**src/rtl/scs8hd_lpflow_pwrseq_ctrl_if.sv**
```systemverilog
// Signal bundle between the power manager / header switch and the power-gating sequencer.
// master = environment (power manager + switch), slave = sequencer.
interface scs8hd_lpflow_pwrseq_ctrl_if;
  logic       sleep_req;
  logic       pwr_good;
  logic       sleep_ack;
  logic       iso_en;
  logic       save;
  logic       restore;
  logic       sw_en_b;
  logic       err;
  logic [2:0] state;

  modport master (
    output sleep_req, pwr_good,
    input  sleep_ack, iso_en, save, restore, sw_en_b, err, state
  );

  modport slave (
    input  sleep_req, pwr_good,
    output sleep_ack, iso_en, save, restore, sw_en_b, err, state
  );
endinterface

```
**src/rtl/scs8hd_lpflow_pwrseq_ctrl.sv**
```systemverilog
// Always-on sleep/wake sequencer: isolate, save, switch off, wait power-good, and the reverse.
// All outputs are registered and decoded from the next state so they line up with the state register.
module scs8hd_lpflow_pwrseq_ctrl #(
  parameter int ISO_DLY     = 2,
  parameter int SAVE_CYC    = 2,
  parameter int RESTORE_CYC = 2,
  parameter int SW_TIMEOUT  = 16,
  parameter int CNT_W       = 5
) (
  input  logic                        clk,
  input  logic                        reset_b,
  scs8hd_lpflow_pwrseq_ctrl_if.slave  pif
);

  typedef enum logic [2:0] {
    ST_RUN     = 3'd0,
    ST_ISO     = 3'd1,
    ST_SAVE    = 3'd2,
    ST_PWROFF  = 3'd3,
    ST_SLEEP   = 3'd4,
    ST_PWRON   = 3'd5,
    ST_RESTORE = 3'd6,
    ST_UNISO   = 3'd7
  } state_e;

  typedef struct packed {
    logic sleep_ack;
    logic iso_en;
    logic save;
    logic restore;
    logic sw_en_b;
  } outs_t;

  // Counter holds "cycles left minus one", so a state lasting N cycles loads N-1.
  localparam logic [CNT_W-1:0] ISO_LD = CNT_W'(ISO_DLY - 1);
  localparam logic [CNT_W-1:0] SAV_LD = CNT_W'(SAVE_CYC - 1);
  localparam logic [CNT_W-1:0] RST_LD = CNT_W'(RESTORE_CYC - 1);
  localparam logic [CNT_W-1:0] TO_LD  = CNT_W'(SW_TIMEOUT - 1);

  state_e           state_q, state_d;
  logic [CNT_W-1:0] cnt_q, cnt_d;
  logic             err_q, err_d;
  outs_t            outs_q, outs_d;
  logic [1:0]       pg_sync_q;
  logic             pg_s;
  logic             cnt_zero;

  // Synchronizer resets to "powered" to match the domain being on out of reset.
  always_ff @(posedge clk or negedge reset_b) begin
    if (!reset_b) pg_sync_q <= 2'b11;
    else          pg_sync_q <= {pg_sync_q[0], pif.pwr_good};
  end
  assign pg_s = pg_sync_q[1];

  always_ff @(posedge clk or negedge reset_b) begin
    if (!reset_b) begin
      state_q <= ST_RUN;
      cnt_q   <= '0;
      err_q   <= 1'b0;
      outs_q  <= '0;
    end else begin
      state_q <= state_d;
      cnt_q   <= cnt_d;
      err_q   <= err_d;
      outs_q  <= outs_d;
    end
  end

  assign cnt_zero = (cnt_q == '0);

  always_comb begin
    state_d = state_q;
    cnt_d   = cnt_q;
    err_d   = err_q;
    case (state_q)
      ST_RUN: if (pif.sleep_req) begin
        state_d = ST_ISO;
        cnt_d   = ISO_LD;
      end
      ST_ISO: if (cnt_zero) begin
        state_d = ST_SAVE;
        cnt_d   = SAV_LD;
      end else cnt_d = cnt_q - 1'b1;
      ST_SAVE: if (cnt_zero) begin
        state_d = ST_PWROFF;
        cnt_d   = TO_LD;
      end else cnt_d = cnt_q - 1'b1;
      // Power-good wins over an expiring timeout in the same cycle.
      ST_PWROFF: if (!pg_s) state_d = ST_SLEEP;
      else if (cnt_zero) begin
        state_d = ST_SLEEP;
        err_d   = 1'b1;
      end else cnt_d = cnt_q - 1'b1;
      ST_SLEEP: if (!pif.sleep_req) begin
        state_d = ST_PWRON;
        cnt_d   = TO_LD;
      end
      ST_PWRON: if (pg_s) begin
        state_d = ST_RESTORE;
        cnt_d   = RST_LD;
      end else if (cnt_zero) begin
        state_d = ST_RESTORE;
        cnt_d   = RST_LD;
        err_d   = 1'b1;
      end else cnt_d = cnt_q - 1'b1;
      ST_RESTORE: if (cnt_zero) state_d = ST_UNISO;
      else cnt_d = cnt_q - 1'b1;
      ST_UNISO: state_d = ST_RUN;
      default:  state_d = ST_RUN;
    endcase
  end

  always_comb begin
    outs_d = '0;
    case (state_d)
      ST_ISO:     outs_d.iso_en = 1'b1;
      ST_SAVE:    begin outs_d.iso_en = 1'b1; outs_d.save = 1'b1; end
      ST_PWROFF:  begin outs_d.iso_en = 1'b1; outs_d.sw_en_b = 1'b1; end
      ST_SLEEP:   begin outs_d.iso_en = 1'b1; outs_d.sw_en_b = 1'b1; outs_d.sleep_ack = 1'b1; end
      ST_PWRON:   begin outs_d.iso_en = 1'b1; outs_d.sleep_ack = 1'b1; end
      ST_RESTORE: begin outs_d.iso_en = 1'b1; outs_d.restore = 1'b1; outs_d.sleep_ack = 1'b1; end
      ST_UNISO:   outs_d.sleep_ack = 1'b1;
      default:    outs_d = '0;
    endcase
  end

  assign pif.sleep_ack = outs_q.sleep_ack;
  assign pif.iso_en    = outs_q.iso_en;
  assign pif.save      = outs_q.save;
  assign pif.restore   = outs_q.restore;
  assign pif.sw_en_b   = outs_q.sw_en_b;
  assign pif.err       = err_q;
  assign pif.state     = state_q;

endmodule

```
**src/flat_wrapper.sv**
```systemverilog
// flat-port wrapper written by rule: the top's interface ports become plain ports
module scs8hd_lpflow_pwrseq_ctrl_flat 
#(
  parameter int ISO_DLY     = 2,
  parameter int SAVE_CYC    = 2,
  parameter int RESTORE_CYC = 2,
  parameter int SW_TIMEOUT  = 16,
  parameter int CNT_W       = 5
)
  (clk, reset_b, pif_sleep_req, pif_pwr_good, pif_sleep_ack, pif_iso_en, pif_save, pif_restore, pif_sw_en_b, pif_err, pif_state);
  scs8hd_lpflow_pwrseq_ctrl_if pif_i ();
  input  logic clk;
  input  logic reset_b;
  input wire logic [$bits(pif_i.sleep_req)-1:0] pif_sleep_req;
  input wire logic [$bits(pif_i.pwr_good)-1:0] pif_pwr_good;
  output wire logic [$bits(pif_i.sleep_ack)-1:0] pif_sleep_ack;
  output wire logic [$bits(pif_i.iso_en)-1:0] pif_iso_en;
  output wire logic [$bits(pif_i.save)-1:0] pif_save;
  output wire logic [$bits(pif_i.restore)-1:0] pif_restore;
  output wire logic [$bits(pif_i.sw_en_b)-1:0] pif_sw_en_b;
  output wire logic [$bits(pif_i.err)-1:0] pif_err;
  output wire logic [$bits(pif_i.state)-1:0] pif_state;
  assign pif_i.sleep_req = pif_sleep_req;
  assign pif_i.pwr_good = pif_pwr_good;
  assign pif_sleep_ack = pif_i.sleep_ack;
  assign pif_iso_en = pif_i.iso_en;
  assign pif_save = pif_i.save;
  assign pif_restore = pif_i.restore;
  assign pif_sw_en_b = pif_i.sw_en_b;
  assign pif_err = pif_i.err;
  assign pif_state = pif_i.state;
  scs8hd_lpflow_pwrseq_ctrl #(.ISO_DLY(ISO_DLY), .SAVE_CYC(SAVE_CYC), .RESTORE_CYC(RESTORE_CYC), .SW_TIMEOUT(SW_TIMEOUT), .CNT_W(CNT_W)) u_core (.clk(clk), .reset_b(reset_b), .pif(pif_i));
endmodule
```
**config.mk**
```make
export PLATFORM = sky130hd
export DESIGN_NAME = scs8hd_lpflow_pwrseq_ctrl_flat
export DESIGN_NICKNAME = d
export VERILOG_FILES = /design/src/rtl/scs8hd_lpflow_pwrseq_ctrl_if.sv /design/src/rtl/scs8hd_lpflow_pwrseq_ctrl.sv /design/src/flat_wrapper.sv
export SDC_FILE = /design/constraint.sdc
export NUM_CORES = 1
export LEC_CHECK = 0
export ABC_AREA = 0
export CORE_ASPECT_RATIO = 0.9
export CORE_MARGIN = 2
export CORE_UTILIZATION = 25
export CTS_CLUSTER_SIZE = 28
export DETAILED_ROUTE_END_ITERATION = 8
export HOLD_SLACK_MARGIN = 0.1
export SKIP_LAST_GASP = 1
export SLEW_MARGIN = 5
export SYNTH_ARGS = -nofsm -noshare
export SYNTH_HDL_FRONTEND = slang
export SYNTH_SLANG_ARGS = --single-unit
```
**constraint.sdc**
```tcl
create_clock -name clk -period 1.8 [get_ports clk]
set_input_delay 0.18 -clock clk [delete_from_list [all_inputs] [get_ports clk]]
set_output_delay 0.18 -clock clk [all_outputs]
set_load 0.02 [all_outputs]
```
==> results of run 1 <==
## flip-flops by register name (all words and copies together), names as in the netlist
register,flops
u_core.cnt_q,5
u_core.pif.state,3
u_core.pg_sync_q,2
u_core.pif.err,1
u_core.pif.iso_en,1
u_core.pif.restore,1
u_core.pif.save,1
u_core.pif.sleep_ack,1
u_core.pif.sw_en_b,1
## worst max-delay path: cells and delay by family (launching register included)
| kind | cells | cell delay, ns |
|---|---|---|
| flops | 1 | 0.40 |
| buf+inv | 2 | 0.27 |
| mux | 1 | 0.36 |
| compound gates | 2 | 0.32 |
| simple gates | 1 | 0.21 |
| fa+ha+maj | 1 | 0.14 |
## kinds of logic (layout without fill, tap and decap cells)
group / count (synthesis) / count (layout) / share of synthesized area (%)
AO/OA/AOI/OAI: 38 / 38 / 26.8
AND/OR/NAND/NOR: 35 / 35 / 19.7
flip-flops: 16 / 16 / 41.8
buffers and inverters: 13 / 39 / 5.97
multiplexers: 3 / 3 / 3.50
adder cells (fa/ha/maj): 1 / 1 / 1.30
XOR/XNOR: 1 / 1 / 0.908
## final cells by class
| type | instances | area share [%] |
|---|---|---|
| multi-input combinational | 78 | 40.7 |
| clock buffer | 4 | 4.17 |
| inverter | 7 | 1.99 |
| tap | 46 | 4.36 |
| sequential | 16 | 30.6 |
| timing repair buffer | 28 | 18.2 |
## cells in the mapped netlist, types with 2 or more instances
cell                       number
sky130_fd_sc_hd__a21o_1         2
sky130_fd_sc_hd__a21oi_1        8
sky130_fd_sc_hd__and2_1         2
sky130_fd_sc_hd__clkbuf_1       3
sky130_fd_sc_hd__dfrtp_1       14
sky130_fd_sc_hd__dfstp_2        2
sky130_fd_sc_hd__inv_1          7
sky130_fd_sc_hd__mux2_2         3
sky130_fd_sc_hd__nand2_1        8
sky130_fd_sc_hd__nand2b_1       2
sky130_fd_sc_hd__nand3_1        2
sky130_fd_sc_hd__nor2_1        11
sky130_fd_sc_hd__nor3_1         3
sky130_fd_sc_hd__o21ai_0        7
sky130_fd_sc_hd__o21ai_1        5
sky130_fd_sc_hd__o22ai_1        3
sky130_fd_sc_hd__o31ai_1        3
sky130_fd_sc_hd__or4_1          2
## metrics by stage
step	instances	total power [µW]
after floorplan	107	1730
after CTS	177	2670
final	179	2720
after detailed placement	170	2260
after global placement	170	2240
after global routing	179	2940
## worst min-delay path by stage
stage / from / to / slack [ns] / depth (start not counted)
after global routing: reset_b / u_core.pif.state[2] / 0.26 / 2
after detailed placement: u_core.pg_sync_q[0] / u_core.pg_sync_q[1] / 0.35 / 0
after CTS: reset_b / u_core.pif.save / 0.24 / 2
after floorplan: reset_b / u_core.cnt_q[0] / -0.12 / 0
after global placement: u_core.pg_sync_q[0] / u_core.pg_sync_q[1] / 0.35 / 0
final: reset_b / u_core.pif.save / 0.23 / 2
## where the power goes
group / leakage, µW / switching [µW] / internal [µW]
Sequential: 0.000193 / 178 / 502
Clock: 0.0000288 / 127 / 195
Combinational: 0.000351 / 859 / 860
Total: 0.000573 / 1160 / 1560
## per-layer routing
layer  global-route usage, %  wire, µm  up-vias
met4                    3.68        26        0
li1                        -         -      439
met5                       0         0        -
met3                    3.87       154        2
met1                    14.5      1000      426
met2                    17.9      1050       38
## timing repair
action / in CTS / in global routing
pin swaps: 2 / 4
endpoints found under the setup margin: 8 / 5
hold buffers: 0 / 0
cloned: 0 / 0
setup buffers: 3 / 2
resized for setup: 3 / 2
==> results.yml, run 1 <==
status:
  status: "complete, but fails checks"
  failed_checks: "negative setup slack"
setup_path:
  path_cells: "inv_2 > ha_4 > nor4b_4 > buf_4 > a21oi_1 > o21ai_2 > mux2_2"
  reg2reg_to: "u_core.cnt_q[1]"
  timing.critical_path.from_type: "flip-flop"
  timing_worst_setup_path_type: "flip-flop to flip-flop"
  required_ns: 1.94
  timing.critical_path.from: "u_core.cnt_q[0]"
  reg2reg_setup_slack_ns: -0.02
  slowest_cell_on_the_critical_path: "sky130_fd_sc_hd__dfrtp_1"
  cp-end-kind: "flip-flop"
  worst_path_largest_cell_delay_ns: 0.40
  crit_fanout: 5
  timing.critical_path.arrival_ns: 1.96
  critical_path.endpoint: "u_core.cnt_q[1]"
  ff2ff_path_depth: 7
  critical_path.reg2reg.startpoint: "u_core.cnt_q[0]"
die:
  die_width_um: 69.5
  chipHeight_um: 62.9
  start_util_pct: 26.0
  design.portCount: 13
  die_area_um2: 4370
  design.core.area_um2: 3700
  rows: 21
placement:
  hpwl_mm: 1.63
  numPortBuffers: 12
  placedInstanceArea_um2: 1210
  gp_routability_congestion: 0.901
  dp_slack_ns: -0.102
finish:
  sequential_cell_area_um2: 404
  nNetsFinal: 139
  mostFrequentLayoutCell: "sky130_fd_sc_hd__buf_4"
  fillCellCount: 375
  commonest_non_fill_non_tap_cells_in_the_layout: "sky130_fd_sc_hd__buf_4 (16), sky130_fd_sc_hd__dfrtp_1 (13), sky130_fd_sc_hd__clkdlybuf4s50_1 (12), sky130_fd_sc_hd__nor2_1 (11), sky130_fd_sc_hd__nand2_1 (8)"
  multi_input_area_um2: 538
  insertedDiodeCount: 0
  synthToLayoutAreaGrowth_pct: 37.0
  layout_cells_sized_above_1_pct: 27.8
  postLayoutCoreUtil_pct: 35.7
  stdcell_area_um2: 1320
clock_network:
  tritoncts.num_buffers: 3
  cts.path.max_buffers: 2
  clk_root_buf: "sky130_fd_sc_hd__clkbuf_8"
  cts_max_level: 1
  cts_tree: "built"
  cts_num_sinks: 16
  insertion_delay_ns: 0.26
  clk_pin_slew_worst_paths_ns: 0.06
timing:
  layout_worst_path_cycle_share_pct: 101
  drv_slew: 0
  fin_hold_ws_ns: 0.234
  grt_setup_unrepaired: "true"
  worst_slew_pin_slew_ns: 0.415
  finalHoldViolCount: 0
  clock_skew_ns: 0.00235
  timing.fmax_ghz: 0.549
  finalSetupViolCount: 2
  final_critical_path_setup_slack_ns: -0.0223
  fin_setup_tns_ns: -0.0430
  max_slew_margin_pct: 72.4
  post-route-min-period_ns: 1.82
flow_run:
  timing.max_cap.violations: 0
routing:
  route.vias.total: 905
  post_drt_via_cell_ratio: 5.06
  drc_errors: 0
  drt_pass1_iterations: 4
  dr.first_iter.drc_count: 40
  totalWireLength_mm: 2.23
  avgRoutedWirePerCell_um: 12.5
  antenna_left: 0
yosys:
  portion_of_synthesized_cell_area_occupied_by_the_leading_cell_type_pct: 36.3
  synth-seq-cells: 16
  synth.lib_cells_used.distinct: 38
  netlist.top_cell.by_area: "sky130_fd_sc_hd__dfrtp_1"
  netlist_area_um2: 965
  async_flop_share_pct: 100
  yosys_warnings: 0
  most_used_flip_flop_cell_after_synthesis: "sky130_fd_sc_hd__dfrtp_1"
  synth_edf_count: 0
  synth_area_leaders: "sky130_fd_sc_hd__dfrtp_1 (36%), sky130_fd_sc_hd__dfstp_2 (5.4%), sky130_fd_sc_hd__nor2_1 (4.3%)"
  syn_nets: 112
  syn_avg_cell_area_um2: 9.02
  synth.yosys.seq_area_share_pct: 41.8
  number_of_instances_in_the_synthesized_netlist: 107
grt:
  first_global_vias: 864
  global_route_wire_length_before_repair_mm: 4.01
  globalRoute.totalOverflow: 0
  grt_start_max_net_pins: 19
  antenna_found_initial: 0
  grt_use_total_pct: 11.3
min_path:
  worstHoldPathType: "input pin to asynchronous set/reset pin"
power:
  p_per_area_nw_per_um2: 2060
  p_leak_uw: 0.000573
  irDropWorstVdd_v: 0.000861
No activity file was read; power rests on OpenSTA's default activity.
==> run 2: changes to the inputs <==
--- a/config.mk
+++ b/config.mk
@@ -12,6 +12,8 @@
 export CTS_CLUSTER_SIZE = 28
 export DETAILED_ROUTE_END_ITERATION = 8
 export HOLD_SLACK_MARGIN = 0.1
+export REMOVE_ABC_BUFFERS = 1
+export SETUP_SLACK_MARGIN = 0.3
 export SKIP_LAST_GASP = 1
 export SLEW_MARGIN = 5
 export SYNTH_ARGS = -nofsm -noshare
==> results.yml, run 2 (synthesized netlist as in run 1, its figures left out) <==
routing:
  antenna_left: 0
  avgRoutedWirePerCell_um: 14.2
  totalWireLength_mm: 2.72
  drc_errors: 0
  drt_pass1_iterations: 4
  post_drt_via_cell_ratio: 4.99
  dr.first_iter.drc_count: 20
  route.vias.total: 959
setup_path:
  path_cells: "inv_2 > ha_4 > or4b_4 > a211oi_4 > a21o_4 > and3_4"
  timing.critical_path.from_type: "flip-flop"
  crit_fanout: 6
  worst_path_largest_cell_delay_ns: 0.53
  slowest_cell_on_the_critical_path: "sky130_fd_sc_hd__or4b_4"
  cp-end-kind: "flip-flop"
  timing_worst_setup_path_type: "flip-flop to flip-flop"
  timing.critical_path.arrival_ns: 2.00
  required_ns: 2.00
die:
  die_area_um2: 4370
  start_util_pct: 26.0
  chipHeight_um: 62.9
  die_width_um: 69.5
  design.core.area_um2: 3700
  rows: 21
  design.portCount: 13
clock_network:
  clk_root_buf: "sky130_fd_sc_hd__clkbuf_8"
  cts_max_level: 1
  cts_tree: "built"
  cts.path.max_buffers: 2
  tritoncts.num_buffers: 3
  insertion_delay_ns: 0.25
  cts_hold_buffers: 0
  clk_pin_slew_worst_paths_ns: 0.07
  cts_num_sinks: 16
grt:
  use_met3_pct: 3.06
  met2_usage_pct: 20.4
  grt_start_max_net_pins: 17
  global_route.peak_usage_layer: "met2"
  grt_use_total_pct: 13.0
  global_route_wire_length_before_repair_mm: 4.54
  global_route.usage.met1_pct: 16.8
  globalRoute.totalOverflow: 0
  antenna_found_initial: 0
  first_global_vias: 989
finish:
  commonest_non_fill_non_tap_cells_in_the_layout: "sky130_fd_sc_hd__buf_4 (25), sky130_fd_sc_hd__dfrtp_1 (12), sky130_fd_sc_hd__clkdlybuf4s50_1 (10), sky130_fd_sc_hd__nor2_1 (9), sky130_fd_sc_hd__nand2_1 (8)"
  postLayoutCoreUtil_pct: 40.2
  insertedDiodeCount: 0
  finalNonFillerCells: 192
  nNetsFinal: 152
  synthToLayoutAreaGrowth_pct: 54.5
  mostFrequentLayoutCell: "sky130_fd_sc_hd__buf_4"
  layout_cells_sized_above_1_pct: 42.5
  stdcell_area_um2: 1490
  max_flop_register: "u_core.cnt_q"
  largest_register_ff_count: 5
status:
  failed_checks: "negative setup slack"
  status: "complete, but fails checks"
placement:
  gp_routability_congestion: 0.873
  numPortBuffers: 12
  dp_cells: 177
  hpwl_mm: 1.80
  placedInstanceArea_um2: 1250
power:
  p_per_area_nw_per_um2: 2110
  p_leak_uw: 0.000658
  irDropWorstVdd_v: 0.00103
  fin_total_pwr_uw: 3140
timing:
  grt_setup_unrepaired: "true"
  worst_slew_pin_slew_ns: 0.379
  clock_skew_ns: 0.00151
  finalSetupViolCount: 1
  drv_slew: 0
  timing.fmax_ghz: 0.554
  finalHoldViolCount: 0
  fin_hold_ws_ns: 0.242
  final_critical_path_setup_slack_ns: -0.00542
  post-route-min-period_ns: 1.81
  layout_worst_path_cycle_share_pct: 100
  max_slew_margin_pct: 74.5
flow_run:
  timing.max_cap.violations: 0
min_path:
  worstHoldPathType: "input pin to asynchronous set/reset pin"
==> run 2: cell types whose count changed in the layout (fill, tap and decap cells not counted), moves of 2 or more <==
cell,change
sky130_fd_sc_hd__a21oi_1,-3
sky130_fd_sc_hd__a21oi_2,+3
sky130_fd_sc_hd__buf_4,+9
sky130_fd_sc_hd__buf_6,+4
sky130_fd_sc_hd__clkdlybuf4s50_1,-2
sky130_fd_sc_hd__nor2_1,-2
sky130_fd_sc_hd__o31ai_1,-2
==> run 2: metal layers <==
layer,routed length (µm),vias up,part of all wire (%)
met3,82,8,3.0
li1,-,465,-
met4,55,0,2.0
met2,1340,15,49
met5,0,-,0
met1,1250,471,46
==> run 2: worst max-delay path, delay by kind of cell, from the launching register on <==
family,cells,cell delay (ns)
simple gates,2,0.70
compound gates,2,0.45
flops,1,0.39
fa+ha+maj,1,0.13
buf+inv,1,0.08
==> run 2: per-stage QoR <==
stage / TNS [ns] / setup WS, ns
floorplan: -0.211 / -0.0957
global placement: -0.371 / -0.115
detailed placement: -0.651 / -0.158
CTS: -0.0517 / -0.0194
global route: -0.189 / -0.0695
finish: -0.00542 / -0.00542
==> run 2: repair_timing <==
action | CTS | global route
pin swaps | 4 | 7
endpoints found under the setup margin | 17 | 14
gates resized for setup | 12 | 17
setup buffers | 7 | 4
==> run 2: worst paths after layout <==
kind / from / endpoint / slack (ns) / cells after the start
setup / recovery: u_core.cnt_q[0] / u_core.pif.restore / -0.005 / 6
max in group asynchronous: reset_b / u_core.pg_sync_q[1] / 1.31 / 2
min in group clk: pif_pwr_good / u_core.pg_sync_q[0] / 0.33 / 1
setup reg to reg: u_core.cnt_q[0] / u_core.pif.restore / -0.005 / 6
hold reg to reg: u_core.pg_sync_q[0] / u_core.pg_sync_q[1] / 0.36 / 0
hold / removal: reset_b / u_core.pif.state[0] / 0.24 / 2
==> run 2: final cells by class <==
class,count,area [µm²]
clock buffer,4,55.1
fill,372,2210
inverter,7,26.3
multi-input combinational,78,592
sequential,16,405
tap,46,57.6
timing repair buffer,41,354
==> run 2: power breakdown <==
group	internal, µW	switching [µW]
clock	194	132
sequential	505	130
combinational	1110	1070
==> run 3: changes to the inputs <==
--- a/config.mk
+++ b/config.mk
@@ -9,6 +9,7 @@
 export CORE_ASPECT_RATIO = 0.9
 export CORE_MARGIN = 2
 export CORE_UTILIZATION = 25
+export CTS_CLUSTER_DIAMETER = 80
 export CTS_CLUSTER_SIZE = 28
 export DETAILED_ROUTE_END_ITERATION = 8
 export HOLD_SLACK_MARGIN = 0.1
==> results of run 3 <==
Final layout, timing and power as in run 2 (identical DEF).
